File: config.mk
export PLATFORM = sky130hd
export DESIGN_NAME = cmp_arbiter
export DESIGN_NICKNAME = d
export VERILOG_FILES = /design/src/rtl/cmp_pkg.sv /design/src/rtl/rr_pick.sv /design/src/rtl/cmp_arbiter.sv
export SDC_FILE = /design/constraint.sdc
export NUM_CORES = 1
export LEC_CHECK = 0
export ABC_AREA = 1
export ABC_CLOCK_PERIOD_IN_PS = 2700
export CAP_MARGIN = 20
export CORE_UTILIZATION = 30
export CTS_BUF_LIST = sky130_fd_sc_hd__clkbuf_4
export DETAILED_ROUTE_END_ITERATION = 10
export SYNTH_ARGS = -nofsm -noshare
export SYNTH_HDL_FRONTEND = slang
export SYNTH_SLANG_ARGS = --single-unit
File: constraint.sdc
create_clock -name clk -period 2.7 [get_ports clk]
set_input_delay 0.54 -clock clk [delete_from_list [all_inputs] [get_ports clk]]
set_output_delay 0.54 -clock clk [all_outputs]
set_load 0.02 [all_outputs]
File: src/rtl/cmp_pkg.sv
// Shared types and helpers for the round-robin compare arbiter.
package cmp_pkg;

    typedef enum logic [1:0] {
        S_IDLE = 2'd0,
        S_CMP  = 2'd1,
        S_RESP = 2'd2
    } cmp_state_e;

    // Index width for n requesters; never narrower than one bit.
    function automatic int unsigned id_w(input int unsigned n);
        return (n <= 1) ? 1 : $clog2(n);
    endfunction

endpackage

File: src/rtl/rr_pick.sv
// Combinational round-robin selector: first set request at or after ptr_i, wrapping.
module rr_pick
    import cmp_pkg::*;
#(
    parameter  int unsigned NREQ = 4,
    localparam int unsigned IDW  = id_w(NREQ)
) (
    input  logic [NREQ-1:0] req_i,
    input  logic [IDW-1:0]  ptr_i,
    output logic            any_o,
    output logic [IDW-1:0]  grant_o
);

    int unsigned idx;
    logic        found;

    always_comb begin
        any_o   = |req_i;
        grant_o = '0;
        found   = 1'b0;
        idx     = 0;
        for (int unsigned k = 0; k < NREQ; k++) begin
            idx = (32'(ptr_i) + k) % NREQ;
            if (!found && req_i[IDW'(idx)]) begin
                found   = 1'b1;
                grant_o = IDW'(idx);
            end
        end
    end

endmodule

File: src/rtl/cmp_arbiter.sv
// Round-robin shared unsigned magnitude comparator with valid/ready result port.
module cmp_arbiter
    import cmp_pkg::*;
#(
    parameter  int unsigned NREQ  = 4,
    parameter  int unsigned WIDTH = 4,
    localparam int unsigned IDW   = id_w(NREQ)
) (
    input  logic                  clk,
    input  logic                  rst,
    input  logic [NREQ-1:0]       req,
    input  logic [NREQ*WIDTH-1:0] a_in,
    input  logic [NREQ*WIDTH-1:0] b_in,
    output logic [NREQ-1:0]       ack,
    output logic                  rsp_valid,
    input  logic                  rsp_ready,
    output logic [IDW-1:0]        rsp_id,
    output logic                  rsp_gt,
    output logic                  rsp_lt,
    output logic                  rsp_eq
);

    cmp_state_e       state_q;
    logic [IDW-1:0]   ptr_q;
    logic [IDW-1:0]   ptr_d;
    logic [IDW-1:0]   id_q;
    logic [WIDTH-1:0] op_a_q;
    logic [WIDTH-1:0] op_b_q;

    logic             pick_any;
    logic [IDW-1:0]   pick_idx;
    logic [WIDTH-1:0] a_sel;
    logic [WIDTH-1:0] b_sel;

    rr_pick #(.NREQ(NREQ)) u_pick (
        .req_i   (req),
        .ptr_i   (ptr_q),
        .any_o   (pick_any),
        .grant_o (pick_idx)
    );

    // Operand slice of the winner and the pointer just past it.
    always_comb begin
        a_sel = a_in[32'(pick_idx)*WIDTH +: WIDTH];
        b_sel = b_in[32'(pick_idx)*WIDTH +: WIDTH];
        ptr_d = (32'(pick_idx) == NREQ - 1) ? '0 : pick_idx + IDW'(1);
    end

    always_ff @(posedge clk or posedge rst) begin
        if (rst) begin
            state_q   <= S_IDLE;
            ptr_q     <= '0;
            id_q      <= '0;
            op_a_q    <= '0;
            op_b_q    <= '0;
            ack       <= '0;
            rsp_valid <= 1'b0;
            rsp_id    <= '0;
            rsp_gt    <= 1'b0;
            rsp_lt    <= 1'b0;
            rsp_eq    <= 1'b0;
        end else begin
            case (state_q)
                S_IDLE: begin
                    ack <= '0;
                    if (pick_any) begin
                        op_a_q  <= a_sel;
                        op_b_q  <= b_sel;
                        id_q    <= pick_idx;
                        ack     <= NREQ'(1) << pick_idx;
                        ptr_q   <= ptr_d;
                        state_q <= S_CMP;
                    end
                end
                S_CMP: begin
                    ack       <= '0;
                    rsp_gt    <= op_a_q > op_b_q;
                    rsp_lt    <= op_a_q < op_b_q;
                    rsp_eq    <= op_a_q == op_b_q;
                    rsp_id    <= id_q;
                    rsp_valid <= 1'b1;
                    state_q   <= S_RESP;
                end
                S_RESP: begin
                    // Result held until the consumer takes it.
                    if (rsp_ready) begin
                        rsp_valid <= 1'b0;
                        rsp_gt    <= 1'b0;
                        rsp_lt    <= 1'b0;
                        rsp_eq    <= 1'b0;
                        state_q   <= S_IDLE;
                    end
                end
                default: state_q <= S_IDLE;
            endcase
        end
    end

endmodule

# After elaboration in Yosys (flattened, before gate mapping)
# Cells that the tools add are included.
# totals
word_cells	69
ram_bits	0
latchBits	0
input_bits	39
romBits	0
output_inout_bits	10
mem_count	0
ff_bits	24
# op_classes
mul	0
n_reduce_logical	13
n_shift	3
eq_ne	6
n_lt_le_gt_ge	6
n_bitwise	0
n_addsub	4
div	0
n_mux	26
# op_table
operator	n
16-bit by 5-bit variable part select with 4-bit output	2
2-bit 2-to-1 mux	7
2-bit by 3-bit less-than comparator with 1-bit output (second input constant)	4
1-bit binary-select mux with 2-bit select	4
1-bit 2-to-1 mux	8
1-bit case mux with 2 select lines	4
4-bit case mux with 2 select lines	1
2-bit case mux with 3 select lines	1
2-bit AND reduction	3
2-bit by 1-bit adder with 2-bit output (second input constant)	2
2-bit adder (second input constant)	2
2-bit equality test (second input constant)	2
4-bit equality test	1
4-bit greater-than comparator	1
4-bit less-than comparator	1
4-bit 2-to-1 mux	1
2-bit inequality test (second input constant)	2
2-bit nonzero test	2
4-bit OR reduction	1
1-bit by 2-bit left shift with 4-bit output (first input constant)	1
1-bit logical AND	3
1-bit logical NOT	3
2-bit by 1-bit equality test with 1-bit output (second input constant)	1
2-bit logical NOT	1

# Depth between registers and ports, before layout
# Gate-level depths: netlist (run 1).
# logic_depth
depth_word	15
ltp_mapped	16
mapped_depth_nobuf	15

# By module
# A second synthesis (run 1) with hierarchy kept.
# hier_totals
cells_unflattened	262
hier_area_um2	1778.0
# modules_own_cells
module	n_inst	cells_per_inst	area_per_inst_um2
cmp_arbiter	1	209	1508.9
rr_pick	1	53	269.0

# Worst setup path before layout (run 1)
# No wires, ideal clock.
# synth_timing
kind	input to register
start	input port req[0]
end	register ptr_q[1]
arrival_time_ps	1687
path_stages	12
path_slack_ps	871
setup_time_ps	142
cell_sequence	nand2_1 > nand2_1 > nand2_2 > nand2_4 > inv_2 > nand3_1 > nand2_2 > nand3_4 > buf_12 > ha_1 > nand2_1 > o21ai_0
# synth_via
elab_chain_cells	14
elab_cells_between_ends	26
classes_between	add/sub: 1; eq/ne: 1; mux: 16; reduce/logical: 8
# synth_rtl
item	line	text
start, declared	cmp_arbiter.sv:11	input logic [NREQ-1:0] req,
1-bit binary-select mux with 2-bit select	rr_pick.sv:24	if (!found && req_i[IDW'(idx)]) begin
1-bit 2-to-1 mux (implied by the code)	rr_pick.sv:24	
1-bit 2-to-1 mux	rr_pick.sv:24	
1-bit logical NOT	rr_pick.sv:24	
1-bit logical AND	rr_pick.sv:24	
1-bit 2-to-1 mux	rr_pick.sv:24	
1-bit logical NOT	rr_pick.sv:24	
1-bit logical AND	rr_pick.sv:24	
1-bit 2-to-1 mux	rr_pick.sv:24	
1-bit logical NOT	rr_pick.sv:24	
1-bit logical AND	rr_pick.sv:24	
2-bit 2-to-1 mux *	rr_pick.sv:24	
2-bit by 1-bit adder with 2-bit output or 2-bit equality test (tied branches)	cmp_arbiter.sv:46	ptr_d = (32'(pick_idx) == NREQ - 1) ? '0 : pick_idx + IDW'(1);
2-bit 2-to-1 mux *	cmp_arbiter.sv:46	
named net ptr_d[1]	cmp_arbiter.sv:25	logic [IDW-1:0] ptr_d;
end signal, assigned	cmp_arbiter.sv:71	ptr_q <= ptr_d;
end, declared	cmp_arbiter.sv:24	logic [IDW-1:0] ptr_q;
# Mark *: on every way through the listed nets, which the timed path passes. The rest lies on a longest branch. The select of a mux whose other input is x is not followed.
# A chain may end at the register's enable or synchronous reset.

# Final worst setup path (run 1)
# layout_timing
start	register ptr_q[0]
end	register ptr_q[1]
# layout_via
elab_chain_cells	14
elab_cells_between_ends	27
classes_between	add/sub: 4; eq/ne: 1; mux: 16; reduce/logical: 6
# layout_rtl
item	line
parallel branches: the longest is 11 deep, another holds 2-bit by 1-bit adder with 2-bit output	--
2-bit 2-to-1 mux *	rr_pick.sv:24
2-bit by 1-bit adder with 2-bit output or 2-bit equality test (tied branches)	cmp_arbiter.sv:46
2-bit 2-to-1 mux *	cmp_arbiter.sv:46
named net ptr_d[1]	cmp_arbiter.sv:25
# Mark *: on every way through the listed nets, which the timed path passes. The select of a mux whose other input is x is not followed.

==> results of run 1 <==
flip-flops by register name, indices dropped and copies added, names as in the netlist:
signal / cells
rsp_id: 2
rsp_gt: 1
ack: 4
rsp_lt: 1
rsp_eq: 1
op_b_q: 4
ptr_q: 2
rsp_valid: 1
id_q: 2
op_a_q: 4
state_q: 2
routing by layer:
layer | share of wire (%) | GRT usage, % | vias to the layer above
li1 | - | - | 906
met1 | 45 | 15.23 | 769
met2 | 51 | 27.07 | 33
met3 | 3.9 | 3.218 | 4
met4 | 0.68 | 1.091 | 0
met5 | 0 | 0 | -
layout by cell type (no fill, tap or decap), drive strengths merged:
cell / netlist / layout
ha: 5 / 5
nor2: 3 / 3
buf: 6 / 2
a21oi: 1 / 1
o21a: 1 / 1
o211ai: 1 / 1
clkbuf: 0 / 3
nor3: 1 / 1
nor4: 1 / 1
nand3: 46 / 46
o22ai: 1 / 1
o21ai: 11 / 11
nand2: 106 / 106
inv: 56 / 56
clkdlybuf4s50: 0 / 48
dfrtp: 24 / 24
bufinv: 0 / 1
a22o: 1 / 1
power groups by stage:
| stage | combinational, uW | clock, uW | sequential (uW) |
|---|---|---|---|
| 3_3_place_gp | 2040 | 0 | 680 |
| 2_1_floorplan | 1690 | 0 | 694 |
| 4_1_cts | 2080 | 266 | 666 |
| 3_5_place_dp | 2070 | 0 | 673 |
| 5_1_grt | 2400 | 279 | 688 |
| 6_report | 2070 | 260 | 664 |
worst max-delay path, stage by stage (launching register included):
cell	delay [ns]
dfrtp_1	0.65
inv_2	0.20
nand2_1	0.12
nand2_1	0.06
nand2_2	0.08
nand2_4	0.07
inv_2	0.08
nand3_1	0.08
nand2_2	0.12
nand3_4	0.23
ha_1	0.36
nand2_1	0.07
o21ai_0	0.07
cell families (layout without fill, tap and decap cells):
group	after synthesis	after routing	share of synthesized area [%]
simple gates	157	157	41.94
compound gates	16	16	5.260
fa+ha+maj	5	5	3.506
flops	24	24	33.66
buf+inv	62	110	15.64
final timing paths:
path / to / from
min: op_a_q[0] / op_a_q[0]
min in group asynchronous: rsp_valid / rst
max: ptr_q[1] / ptr_q[0]
max reg2reg: ptr_q[1] / ptr_q[0]
max in group asynchronous: id_q[0] / rst
min reg2reg: op_a_q[0] / op_a_q[0]
final cells by class:
type	count	area [sq um]	area share (%)
timing repair buffer	50	499.2	21.18
clock inverter	1	30.03	1.274
sequential	24	600.6	25.48
tap	72	90.09	3.822
inverter	56	210.2	8.917
multi-input combinational	178	904.6	38.38
clock buffer	3	22.52	0.9554
stage by stage:
step / cells / utilization [%] / instance area [sq um] / hold WS [ns] / worst slack, ns
after CTS: 383 / 41.83 / 2346 / 0.4996 / 0.3767
after global routing: 384 / 42.03 / 2357 / 0.5252 / 0.2244
final: 384 / 42.03 / 2357 / 0.4934 / 0.4211
after global placement: 379 / 40.90 / 2293 / 0.4618 / 0.1035
after floorplan: 264 / - / 1784 / 0.4426 / 0.8705
after detailed placement: 379 / 40.90 / 2293 / 0.4686 / 0.07459
==> impl_metrics.env, run 1 <==
export IMPL_grt_remaining_overflow=0
export IMPL_first_global_vias=1709
export IMPL_place_gp_congestion=0.7813
export IMPL_row_count=27
export IMPL_finalHoldViolCount=0
export IMPL_fmax_ghz=0.4388
export IMPL_syn_avg_cell_area_sq_um=6.758
export IMPL_cp_arrival_ns=2.50
export IMPL_powerDensity_mw_per_mm2=1271
export IMPL_cts_tree="yes"
export IMPL_cts_root_buffer="clkbuf_4"
export IMPL_num_nets_final=357
export IMPL_synth_edf_count=0
export IMPL_drc=0
export IMPL_port_buffers=48
export IMPL_rsz0062_at_grt="false"
export IMPL_clock_sinks=24
export IMPL_vias_per_cell=4.458
export IMPL_worstPathMaxFanout=19
export IMPL_cp_required_ns=2.92
export IMPL_drive_gt1_share_pct=10.90
export IMPL_vias=1712
export IMPL_whs_path_depth=2
export IMPL_swShare_pct=51.86
export IMPL_setup_viol=0
export IMPL_vdd_drop_max_uv=495.9
export IMPL_dp_hpwl_um=3054
export IMPL_power_leakage_uw=0.001289
export IMPL_clock_skew_ns=0.005833
export IMPL_critPathKind="reg -> reg"
export IMPL_hp_class="reg -> reg"
export IMPL_ys_ff_latch=24
export IMPL_clk_pin_slew_worst_paths_ns=0.14
export IMPL_grt_pass1_wl_um=7010
export IMPL_synth_top_area_cell="dfrtp_1"
export IMPL_cts_repair_resized=0
export IMPL_grt_max_degree=25
export IMPL_postCtsHoldBufs=0
export IMPL_first_iter_violations=32
export IMPL_antenna_cells=0
export IMPL_die_h_um=79.12
export IMPL_pwr_share_seq_pct=22.2
export IMPL_seq_area_frac_synth_pct=33.66
export IMPL_synthCells=264
export IMPL_worstMarginPinSlew_ns=0.4517
export IMPL_ant_nets=0
export IMPL_drv_cap=0
export IMPL_htree_levels=1
export IMPL_timing_slew_headroom_pct=69.89
export IMPL_timing_final_crit_share_pct=84.40
export IMPL_status="complete, no violations"
export IMPL_synth_area_sq_mm=0.001784
export IMPL_ys_types=24
export IMPL_worstSkewPairLatency_ns=0.31
export IMPL_antenna_found_initial=0
export IMPL_synthTopCellsByCount="nand2_1, inv_1, nand3_1"
export IMPL_area_growth_pct=32.12
export IMPL_drtPass1Iterations=4
export IMPL_start_kind="flip-flop"
export IMPL_p_total_uw=2997
export IMPL_clockBufferDepth=2
export IMPL_wl_per_cell_um=10.41
export IMPL_grt_usage_pct=13.73
export IMPL_die_x_um=79.12
export IMPL_start_util_pct=31.82
export IMPL_numCtsBuffers=3
export IMPL_fill_cells=616
export IMPL_coreArea_sq_mm=0.005608
export IMPL_cts_setup_buffers=0
export IMPL_synth_ff_type="dfrtp_1"
export IMPL_dieArea_sq_mm=0.006260
export IMPL_synth_area_leaders="dfrtp_1, nand2_1, nand3_1, inv_1, nand2_2"
export IMPL_combinationalPowerShare_pct=69.2
export IMPL_r2r_setup_slack_ns=0.42
export IMPL_slew_viol_final=0
export IMPL_setup_tns_ns=0
export IMPL_synthDominantCellAreaShare_pct=33.66
export IMPL_wirelength_um=3998
export IMPL_io_pins=49
export IMPL_clkPwrFrac_pct=8.7
export IMPL_rr_worst_depth=12
export IMPL_synthArstFlopShare_pct=100.0
export IMPL_cp_end_kind="flip-flop"
export IMPL_syn_nets=308
export IMPL_yosysMostFrequentCell="nand2_1"
export IMPL_post_route_min_period_ns=2.279
export IMPL_intPower_uw=1442
export IMPL_yosys_warnings=0
export IMPL_p_sw_uw=1554
No activity file was read; power rests on OpenSTA's default activity.
==> inputs of run 2 (changes only) <==
--- a/config.mk
+++ b/config.mk
@@ -6,7 +6,7 @@
 export NUM_CORES = 1
 export LEC_CHECK = 0
 export ABC_AREA = 1
-export ABC_CLOCK_PERIOD_IN_PS = 2700
+export ABC_CLOCK_PERIOD_IN_PS = 2100
 export CAP_MARGIN = 20
 export CORE_UTILIZATION = 30
 export CTS_BUF_LIST = sky130_fd_sc_hd__clkbuf_4
==> constraint.sdc (replaced) <==
create_clock -name clk -period 2.1 [get_ports clk]
set_input_delay 0.42 -clock clk [delete_from_list [all_inputs] [get_ports clk]]
set_output_delay 0.42 -clock clk [all_outputs]
set_load 0.02 [all_outputs]
==> run 2 against run 1 <==
  * Clock skew is 0.0047 ns higher
  * Clock power rose by 28%
  * Power grew 41%
  * Sequential cell count unchanged
  * Largest cell class unchanged
  * Register-to-register slack lost 0.15 ns
  * Worst setup slack got worse by 0.17 ns
  * Sequential share of layout area is 1.3 points lower
  * Hold slack lost 0.068 ns
  * Critical path depth shrank 1
==> impl_metrics.env, run 2 (synthesized netlist as in run 1, its figures left out) <==
export IMPL_post_route_min_period_ns=1.847
export IMPL_clock_skew_ns=0.01056
export IMPL_drive_gt1_share_pct=14.46
export IMPL_rr_endpoint="op_a_q[2]"
export IMPL_antenna_found_initial=0
export IMPL_multi_input_area_sq_um=904.6
export IMPL_grt_remaining_overflow=0
export IMPL_drc=0
export IMPL_rr_startpoint="ptr_q[0]"
export IMPL_swShare_pct=48.45
export IMPL_num_nets_final=370
export IMPL_combinationalPowerShare_pct=72.8
export IMPL_rr_worst_depth=14
export IMPL_final_common_cell="nand2_1"
export IMPL_powerDensity_mw_per_mm2=1703
export IMPL_start_kind="input port"
export IMPL_die_x_um=79.12
export IMPL_worstSkewPairLatency_ns=0.32
export IMPL_place_gp_congestion=0.7945
export IMPL_vdd_drop_max_uv=668.1
export IMPL_slew_viol_final=0
export IMPL_critPathKind="in -> reg"
export IMPL_rsz0062_at_grt="false"
export IMPL_placedCellCount=393
export IMPL_top_regs="ack: 4 flops, op_a_q: 4 flops, op_b_q: 4 flops"
export IMPL_timing_final_crit_share_pct=87.94
export IMPL_postCtsHoldBufs=0
export IMPL_numCtsBuffers=3
export IMPL_cp_end_kind="flip-flop"
export IMPL_clkPwrFrac_pct=7.9
export IMPL_setup_tns_ns=0
export IMPL_pwr_share_seq_pct=19.3
export IMPL_grt_usage_pct=14.40
export IMPL_grt_pass1_wl_um=7231
export IMPL_grt_max_degree=25
export IMPL_vias_per_cell=4.423
export IMPL_dp_hpwl_um=3240
export IMPL_final_cells=397
export IMPL_r2r_setup_slack_ns=0.27
export IMPL_clk_pin_slew_worst_paths_ns=0.14
export IMPL_final_cell_mix="nand2_1, inv_1, clkdlybuf4s50_1, nand3_1, dfrtp_1"
export IMPL_fmax_ghz=0.5415
export IMPL_cts_repair_resized=0
export IMPL_wl_per_cell_um=10.25
export IMPL_hp_class="in -> async"
export IMPL_p_sw_uw=2054
export IMPL_worstPathMaxFanout=5
export IMPL_die_h_um=79.12
export IMPL_drtPass1Iterations=4
export IMPL_cts_setup_buffers=0
export IMPL_coreArea_sq_mm=0.005608
export IMPL_drv_cap=0
export IMPL_cp_required_ns=2.31
export IMPL_power_leakage_uw=0.001367
export IMPL_area_growth_pct=39.48
export IMPL_finalHoldViolCount=0
export IMPL_dieArea_sq_mm=0.006260
export IMPL_first_global_vias=1758
export IMPL_setup_viol=0
export IMPL_ant_nets=0
export IMPL_seq_area_sq_um=600.6
export IMPL_fill_cells=622
export IMPL_status="complete, no violations"
export IMPL_start_util_pct=31.82
export IMPL_clock_sinks=24
export IMPL_cts_root_buffer="clkbuf_4"
export IMPL_worstMarginPinSlew_ns=0.3015
export IMPL_io_pins=49
export IMPL_port_buffers=48
export IMPL_first_iter_violations=55
export IMPL_clockBufferDepth=2
export IMPL_htree_levels=1
export IMPL_cp_arrival_ns=2.05
export IMPL_timing_slew_headroom_pct=79.90
export IMPL_antenna_cells=0
export IMPL_cts_tree="yes"
export IMPL_row_count=27
export IMPL_vias=1756
export IMPL_wirelength_um=4068
export IMPL_intPower_uw=2185
run 2: cell count changes in the layout (fill, tap and decap cells not counted), sizes merged:
cell / delta
buf: +13
run 2: metal layers:
layer / wire [um] / up-vias / part of all wire [%] / global-route usage (%)
li1: - / 930 / - / -
met2: 2098 / 31 / 52 / 26.55
met1: 1825 / 791 / 45 / 17.20
met5: 0 / - / 0 / 0
met4: 25 / 0 / 0.61 / 3.818
met3: 118 / 4 / 2.9 / 2.184
run 2: how the worst max path moves through the flow:
stage / end / start / slack (ns) / cells after the start
after detailed placement: op_a_q[1] / req[2] / -0.1 / 14
after floorplan: ptr_q[1] / ptr_q[0] / 0.29 / 14
after global routing: op_b_q[1] / ptr_q[1] / 0.08 / 15
after global placement: op_a_q[1] / req[2] / -0.09 / 14
final: ptr_q[1] / req[2] / 0.25 / 11
after CTS: op_a_q[1] / ptr_q[0] / 0.26 / 14
run 2: layout make-up:
type                    instances  area share [%]
inverters                      56           8.446
flip-flops and latches         24           24.13
clock inverters                 1           1.207
multi-input cells             178           36.35
clock buffers                   3          0.9050
repair buffers                 63           25.34
well taps                      72           3.620
run 2: power groups by stage:
stage	Clock, uW	Sequential [uW]	Combinational, uW
finish	334	818	3090
CTS	342	820	3130
global placement	0	828	3090
floorplan	0	892	2170
detailed placement	0	830	3100
global route	366	850	3520
run 2: metrics by stage:
stage                     setup WS (ns)  total power (uW)  hold WS [ns]  instance area, sq um  utilization, %
after floorplan                  0.2886              3067        0.4346                  1784               -
after global placement         -0.08788              3915        0.4666                  2436           43.44
after detailed placement       -0.09712              3933        0.4653                  2436           43.44
after CTS                        0.2551              4290        0.4351                  2489           44.38
after global routing            0.08192              4733        0.4442                  2489           44.38
final                            0.2532              4239        0.4259                  2489           44.38
run 2: critical path, stage by stage:
cell	delay [ns]
clkdlybuf4s50_1	0.52
nand2_1	0.07
nand2_1	0.10
nand2_2	0.09
nand2_4	0.10
nor2_4	0.05
nand3_1	0.09
nand3_2	0.14
ha_1	0.33
nand2_1	0.08
o21ai_0	0.07
==> inputs of run 3 (changes only) <==
--- a/config.mk
+++ b/config.mk
@@ -11,6 +11,8 @@
 export CORE_UTILIZATION = 30
 export CTS_BUF_LIST = sky130_fd_sc_hd__clkbuf_4
 export DETAILED_ROUTE_END_ITERATION = 10
+export SLEW_MARGIN = 15
 export SYNTH_ARGS = -nofsm -noshare
 export SYNTH_HDL_FRONTEND = slang
+export SYNTH_HIERARCHICAL = 1
 export SYNTH_SLANG_ARGS = --single-unit
==> run 3 against run 2 <==
  * Register-to-register slack got worse by 0.05 ns
  * Clock skew fell by 0.0074 ns
  * Critical path type unchanged
  * Global-route usage decreased by 1.2 points
==> impl_metrics.env, run 3 <==
export IMPL_syn_avg_cell_area_sq_um=6.786
export IMPL_clock_sinks=24
export IMPL_synth_ff_type="dfrtp_1"
export IMPL_synthXorXnorAreaFrac_pct=0
export IMPL_vias=1679
export IMPL_htree_levels=1
export IMPL_dieArea_sq_mm=0.006239
export IMPL_ant_nets=0
export IMPL_dp_hpwl_um=3099
export IMPL_setup_viol=0
export IMPL_drtPass1Iterations=4
export IMPL_coreArea_sq_mm=0.005608
export IMPL_synthArstFlopShare_pct=100.0
export IMPL_syn_nets=309
export IMPL_final_common_cell="nand2_1"
export IMPL_post_route_min_period_ns=1.925
export IMPL_cts_root_buffer="clkbuf_4"
export IMPL_first_iter_violations=61
export IMPL_drv_cap=0
export IMPL_worstSkewPairLatency_ns=0.31
export IMPL_grt_max_degree=25
export IMPL_seq_area_sq_um=601.8
export IMPL_finalHoldViolCount=0
export IMPL_multi_input_area_sq_um=928.4
export IMPL_cp_required_ns=2.36
export IMPL_worstPathMaxFanout=4
export IMPL_rsz0062_at_grt="false"
export IMPL_vdd_drop_max_uv=797.7
export IMPL_wirelength_um=3846
export IMPL_synth_area_sq_mm=0.001778
export IMPL_numCtsBuffers=3
export IMPL_fmax_ghz=0.5195
export IMPL_powerDensity_mw_per_mm2=1673
export IMPL_port_buffers=48
export IMPL_synthTopCellsByCount="nand2_1, inv_1, nand3_1"
export IMPL_place_gp_congestion=0.7707
export IMPL_vias_per_cell=4.305
export IMPL_grt_pass1_wl_um=6582
export IMPL_grt_usage_pct=13.17
export IMPL_antenna_cells=0
export IMPL_area_growth_pct=36.45
export IMPL_ys_types=21
export IMPL_synth_mux_area_fraction_pct=0
export IMPL_io_pins=49
export IMPL_synth_area_leaders="dfrtp_1, nand2_1, inv_1, nand3_1, ha_1"
export IMPL_worstMarginPinSlew_ns=0.5020
export IMPL_yosysMostFrequentCell="nand2_1"
export IMPL_seq_area_frac_synth_pct=33.78
export IMPL_power_leakage_uw=0.001323
export IMPL_clock_skew_ns=0.003191
export IMPL_antenna_found_initial=0
export IMPL_num_nets_final=367
export IMPL_synth_simple_area_share_pct=41.59
export IMPL_timing_final_crit_share_pct=91.67
export IMPL_fill_cells=590
export IMPL_post_dp_cell_area_sq_mm=0.002381
export IMPL_setup_tns_ns=0
export IMPL_synth_edf_count=0
export IMPL_top_regs="ack: 4 flops, op_a_q: 4 flops, op_b_q: 4 flops"
export IMPL_wl_per_cell_um=9.862
export IMPL_drc=0
export IMPL_grt_remaining_overflow=0
export IMPL_synth_fa_ha_area_share_pct=5.630
export IMPL_synthCells=262
export IMPL_cp_arrival_ns=2.18
export IMPL_yosys_warnings=6
export IMPL_clk_pin_slew_worst_paths_ns=0.12
export IMPL_cts_tree="yes"
export IMPL_r2r_setup_slack_ns=0.22
export IMPL_postLayoutCellArea_sq_mm=0.002426
export IMPL_hp_class="in -> async"
export IMPL_ys_ff_latch=24
export IMPL_die_h_um=78.99
export IMPL_status="complete, no violations"
export IMPL_final_cell_mix="nand2_1, clkdlybuf4s50_1, inv_1, nand3_1, dfrtp_1"
export IMPL_first_global_vias=1553
export IMPL_row_count=27
export IMPL_cp_end_kind="flip-flop"
export IMPL_synth_compound_area_share_pct=4.293
export IMPL_synthDominantCellAreaShare_pct=33.78
export IMPL_synth_top_family_by_area="simple AND/OR/NAND/NOR gates"
export IMPL_clockBufferDepth=2
export IMPL_synth_top_area_cell="dfrtp_1"
export IMPL_slew_viol_final=0
export IMPL_start_kind="input port"
export IMPL_timing_slew_headroom_pct=66.53
export IMPL_postCtsHoldBufs=0
export IMPL_start_util_pct=31.70
export IMPL_die_x_um=78.99
export IMPL_drive_gt1_share_pct=14.78
export IMPL_critPathKind="in -> reg"
-- run 3: changes by cell type after synthesis, moves of 2 or more --
cell     delta
buf_4       -2
buf_6       +5
ha_1        +3
inv_1      -15
inv_6       +2
nand2_1    +28
nand2_2     -3
nand3_1    -15
nand3_2     -5
nor2_1      +2
nor2_4      +3
o21ai_0     -5
o21ai_2     +2
-- run 3: repair_timing --
action,CTS,global route
hold endpoints to repair,0,0
setup buffers,0,0
gates resized for setup,0,8
setup endpoints to repair,0,13
-- run 3: per-stage QoR --
step	hold slack [ns]	total power [uW]	utilization, %	instances	worst slack, ns
after floorplan	0.4346	2991	-	262	0.1894
after global routing	0.4710	4525	43.26	390	0.009303
after detailed placement	0.4651	3824	42.46	387	-0.2679
after global placement	0.4596	3792	42.46	387	-0.2429
final	0.4444	4058	43.26	390	0.1749
after CTS	0.4526	4042	42.86	390	0.04195
-- run 3: path summary, 6_finish.rpt --
check                         start         to  cells past startpoint
min                             rst     ack[0]                      3
max reg2reg                ptr_q[0]   ptr_q[1]                     11
min reg2reg                  ack[0]     ack[0]                      2
max                          req[3]  op_b_q[3]                     12
min in group clk             ack[0]     ack[0]                      2
max in group asynchronous       rst   ptr_q[0]                      3
-- run 3: layout make-up --
class	count	share of cell area, %
Multi-Input combinational cell	187	38.27
Timing Repair Buffer	61	25.12
Sequential cell	24	24.81
Inverter	43	7.169
Tap cell	72	3.713
Clock buffer	3	0.9283
-- run 3: power by group --
part           leakage [uW]  switching (uW)  internal (uW)
Combinational       0.00101            1670           1320
Sequential         0.000298             184            683
Clock             0.0000138             130           67.2
-- run 3: cells by family (layout without fill, tap and decap cells) --
family / Yosys count / in the layout
simple gates: 167 / 167
buf+inv: 51 / 107
flops: 24 / 24
compound gates: 12 / 12
fa+ha+maj: 8 / 8
-- run 3: worst max-delay path: stages --
cell and delay, ns:
clkdlybuf4s50_1 0.52, inv_1 0.07, nand2_1 0.06, nand3_1 0.11, nand2_2 0.12, nor2_4 0.05, nand3b_1 0.07, nand3_1 0.17
buf_4 0.21, nor2_2 0.21, nand2_1 0.09, nand3_1 0.08
-- run 3: layer usage --
metal / up-vias / share of wire, % / global-route usage, %
met5: - / 0 / 0
met4: 0 / 0.23 / 2.000
met3: 2 / 5.2 / 2.989
met2: 39 / 48 / 22.67
met1: 741 / 46 / 17.03
li1: 897 / - / -
